[config.mk]
export PLATFORM = sky130hd
export DESIGN_NAME = zero_count_expander
export DESIGN_NICKNAME = d
export VERILOG_FILES = /design/src/rtl/zero_count_expander.sv
export SDC_FILE = /design/constraint.sdc
export NUM_CORES = 1
export LEC_CHECK = 0
export ABC_AREA = 1
export ABC_CLOCK_PERIOD_IN_PS = 1200
export CAP_MARGIN = 20
export CORE_UTILIZATION = 44
export CTS_CLUSTER_SIZE = 24
export DETAILED_ROUTE_END_ITERATION = 12
export GPL_ROUTABILITY_DRIVEN = 0
export PLACE_DENSITY = 0.71
export SLEW_MARGIN = 10
export SYNTH_ARGS = -nofsm -noshare
export SYNTH_HDL_FRONTEND = slang
export SYNTH_SLANG_ARGS = --single-unit
[constraint.sdc]
create_clock -name CLK -period 1.2 [get_ports CLK]
set_input_delay 0.24 -clock CLK [delete_from_list [all_inputs] [get_ports CLK]]
set_output_delay 0.24 -clock CLK [all_outputs]
set_load 0.03 [all_outputs]
[src/rtl/zero_count_expander.sv]
// rtl/zero_count_expander.sv - serial builder of a word with a requested count of LSB zero bits (optional checker: ZERO_EXP_SELFCHECK_EN)
module zero_count_expander #(
  parameter int WIDTH = 8,
  parameter int CNT_W = $clog2(WIDTH + 1)
) (
  input  logic             CLK,
  input  logic             RST,
  input  logic             enable,
  input  logic             in_valid,
  output logic             in_ready,
  input  logic [CNT_W-1:0] zero_count,
  output logic             out_valid,
  input  logic             out_ready,
  output logic [WIDTH-1:0] number,
  output logic [WIDTH-1:0] led,
  output logic             ovf,
  output logic             chk_err
);

  typedef enum logic [1:0] {IDLE, BUILD, HOLD} state_t;

  localparam logic [CNT_W-1:0] WIDTH_C  = CNT_W'(WIDTH);
  localparam logic [CNT_W-1:0] LAST_IDX = CNT_W'(WIDTH - 1);

  state_t           state, state_nxt;
  logic [CNT_W-1:0] index, index_nxt;
  logic [CNT_W-1:0] count, count_nxt;
  logic [WIDTH-1:0] number_nxt;
  logic             out_valid_nxt;
  logic             ovf_nxt;

  // Requests are only taken while idle, enabled and out of reset.
  assign in_ready = (state == IDLE) && enable && RST;

  // State register; reset aborts any build or held word.
  always_ff @(posedge CLK) begin
    if (!RST) state <= IDLE;
    else      state <= state_nxt;
  end

  // Next-state and datapath updates; index is one bit wider than a bit index so it can reach WIDTH.
  always_comb begin
    state_nxt     = state;
    index_nxt     = index;
    count_nxt     = count;
    number_nxt    = number;
    out_valid_nxt = out_valid;
    ovf_nxt       = ovf;
    case (state)
      IDLE: begin
        if (in_valid && in_ready) begin
          count_nxt  = (zero_count > WIDTH_C) ? WIDTH_C : zero_count;
          ovf_nxt    = (zero_count > WIDTH_C);
          index_nxt  = '0;
          number_nxt = '1;
          state_nxt  = BUILD;
        end
      end
      BUILD: begin
        if (enable) begin
          for (int i = 0; i < WIDTH; i++) begin
            if (CNT_W'(i) == index) number_nxt[i] = !(index < count);
          end
          index_nxt = index + CNT_W'(1);
          if (index == LAST_IDX) begin
            state_nxt     = HOLD;
            out_valid_nxt = 1'b1;
          end
        end
      end
      HOLD: begin
        if (out_ready) begin
          out_valid_nxt = 1'b0;
          state_nxt     = IDLE;
        end
      end
      default: state_nxt = IDLE;
    endcase
  end

  // Datapath registers; led trails number by one cycle.
  always_ff @(posedge CLK) begin
    if (!RST) begin
      index     <= '0;
      count     <= '0;
      number    <= '1;
      led       <= '1;
      out_valid <= 1'b0;
      ovf       <= 1'b0;
    end else begin
      index     <= index_nxt;
      count     <= count_nxt;
      number    <= number_nxt;
      led       <= number;
      out_valid <= out_valid_nxt;
      ovf       <= ovf_nxt;
    end
  end

`ifdef ZERO_EXP_SELFCHECK_EN
  logic             chk_pend;
  logic [CNT_W-1:0] zeros;

  // Zero-bit count of the finished word.
  always_comb begin
    zeros = '0;
    for (int i = 0; i < WIDTH; i++) zeros = zeros + CNT_W'(!number[i]);
  end

  // Check once on the cycle after entering HOLD; the error is sticky until reset.
  always_ff @(posedge CLK) begin
    if (!RST) begin
      chk_pend <= 1'b0;
      chk_err  <= 1'b0;
    end else begin
      chk_pend <= (state == BUILD) && (state_nxt == HOLD);
      if (chk_pend && (zeros != count)) chk_err <= 1'b1;
    end
  end
`else
  assign chk_err = 1'b0;
`endif

endmodule

==> reports/results.ini <==
[synthesis]
yosysTopAreaCellShare_pct=42.9
yosys.area.top_type=dfxtp_1
synthesis.nets=193
synthTopCellsByArea=dfxtp_1 (43%), nand2_1 (9.5%), ha_1 (6.7%)
avgSynthCellArea_um2=7.38
synth_flop_cell=dfxtp_1
ys_ff_latch=28
synth_edf_count=0
async_reset_ff_share_pct=0
yosys_warnings=0
synthCells=177
yosysSeqAreaShare_pct=42.9
syn_area_um2=1310
ys_types=24

[global_route]
track_usage_pct=24.9
overflow=0
antenna_found_initial=0
grt_max_degree=16
grt_pass1_wl_mm=6.05
grt_pass1_vias=1401

[critical_path]
reg2reg_slack_ns=-0.23
path_max_fanout=4
critical_path.max_stage_delay_ns=0.39
critPathSlowestCell=dfxtp_4
arrival_ns=1.69
crit_required_ns=1.46
critPathCaptureType=flop
cp_num_buf_inv=5
cp-start-kind=flop
cp_cell_sequence=inv_4 > buf_4 > buf_6 > nand2_4 > nor2_4 > buf_6 > buf_4 > nand2_1 > a21oi_1
path_class=flop to flop
crit_family=buffers and inverters

[layout]
areaGrowthSynthToFinish_pct=76.9
multi_input_area_um2=1030
diodes=0
most-common-layout-cells=buf_4 (38), dfxtp_1 (22), nand2_1 (15)
nFillCells=151
postLayoutCellArea_um2=2310
final_common_cell=buf_4
final_cells=269
postLayoutCoreUtil_pct=83.1
seq_area_um2=578
layout-drive-gt1-share_pct=61.3
final_nets=255

[sta]
fin_crit_ns=1.43
fmax_ghz=0.698
skew_ns=0.00797
setup_viol=21
rsz0062_at_grt=true
slew_viol_final=0
finalCritPeriodShare_pct=119
layout_setup_ws_ns=-0.233
hold_violations=0

[die]
dieArea_um2=3190
core_area_um2=2780
start_util_pct=47.0
fp.dieW_um=56.5
num_rows=19
io_pins=29
die_height_um=56.5

[power_and_ir_drop]
ir_drop_mv=1.01
total_power_mw=2.02
comb_power_share_pct=27.1
p_leak_nw=0.943
internal_power_mw=1.39
p_per_area_nw_per_um2=875
p_clk_share_pct=23.4
pwr-share-seq_pct=49.5
swShare_pct=31.3
switchingPower_mw=0.633

[outcome]
status=finished with violations
violations=setup timing

[routing]
vias_per_cell=5.43
routedWlPerCell_um=16.3
via_count=1461
routed_wirelength_mm=4.39
drc=0
firstDrtPassIters=4
drt_iter0_markers=44
detail-route-antenna-nets=0

[placed_design]
post_dp_cell_area_um2=1740
dp_cells=252
dp_slack_ns=-0.443
io_buffers=27
dp_hpwl_mm=2.28

[cts]
cts_tree=yes
cts_buffers=3
cts_root_buf=clkbuf_4
clock_sinks=28
clk_pin_slew_ns=0.16
htreeDepth=1
clockBufferDepth=2
clock_latency_ns=0.33

[run]
maxCapViolCount=0

[min_path]
hp-class=primary input to flop

flip-flops by register name, summed over array words and instances (netlist names):
register,cells
state,2
count,4
led,8
ovf,1
number,8
out_valid,1
index,4
metal layers:
layer	GRT usage (%)	vias up	wire, um
met2	47.7	62	2310
met4	15.3	0	210
met5	0	-	0
met1	23.5	688	1670
li1	-	689	-
met3	5.30	22	204
cell families after synthesis:
family | share of synthesized area (%)
AND/OR/NAND/NOR | 28.7
other | 0.287
adder cells (fa/ha/maj) | 6.70
buffers and inverters | 8.62
flip-flops | 42.9
AO/OA/AOI/OAI | 12.7
final timing paths:
check | start | to | cells past startpoint
worst min register to register | number[6] | led[6] | 1
worst max register to register | state[1] | index[1] | 9
worst max-delay path | state[1] | index[1] | 9
worst min-delay path | RST | number[5] | 3
power groups by stage:
stage	logic, mW	registers (mW)	clock network, mW
after global routing	0.580	1.01	0.514
after CTS	0.461	0.998	0.483
after floorplan	0.170	1.09	0
after detailed placement	0.396	1.02	0
final	0.547	1.00	0.474
after global placement	0.388	1.02	0
cell type report:
| type | count | share of cell area (%) |
|---|---|---|
| repair buffers | 60 | 22.7 |
| well taps | 31 | 1.68 |
| clock buffers | 4 | 1.57 |
| inverters | 23 | 4.39 |
| flip-flops and latches | 28 | 25.0 |
| multi-input cells | 123 | 44.6 |
worst register-to-register path: cells and delay by family (launching register included):
kind / cells / cell delay (ns)
AOI/OAI and AO/OA: 1 / 0.17
buffers and inverters: 5 / 0.54
and+or+nand+nor: 3 / 0.26
DFF: 1 / 0.39
per-stage QoR:
stage | setup TNS, ns | hold slack (ns)
6_report | -2.01 | 0.466
5_1_grt | -2.88 | 0.448
3_3_place_gp | -8.54 | 0.438
3_5_place_dp | -9.26 | 0.462
2_1_floorplan | -0.140 | 0.386
4_1_cts | -0.531 | 0.437
cell usage after synthesis (4+ instances only):
master / number
dfxtp_1: 28
nand3_1: 16
nand2_1: 33
o21ai_1: 6
nor2_1: 18
o21ai_0: 5
ha_1: 7
inv_1: 21
a21oi_1: 14
or2_2: 8
nor3_1: 4
timing repair:
action | CTS | global route
cloned | 1 | 0
gates resized for setup | 66 | 63
hold buffers | 0 | 0
buffers inserted | 8 | 6
pin swaps | 16 | 33
setup endpoints to repair | 15 | 21
(Power assumes the default switching activity.)
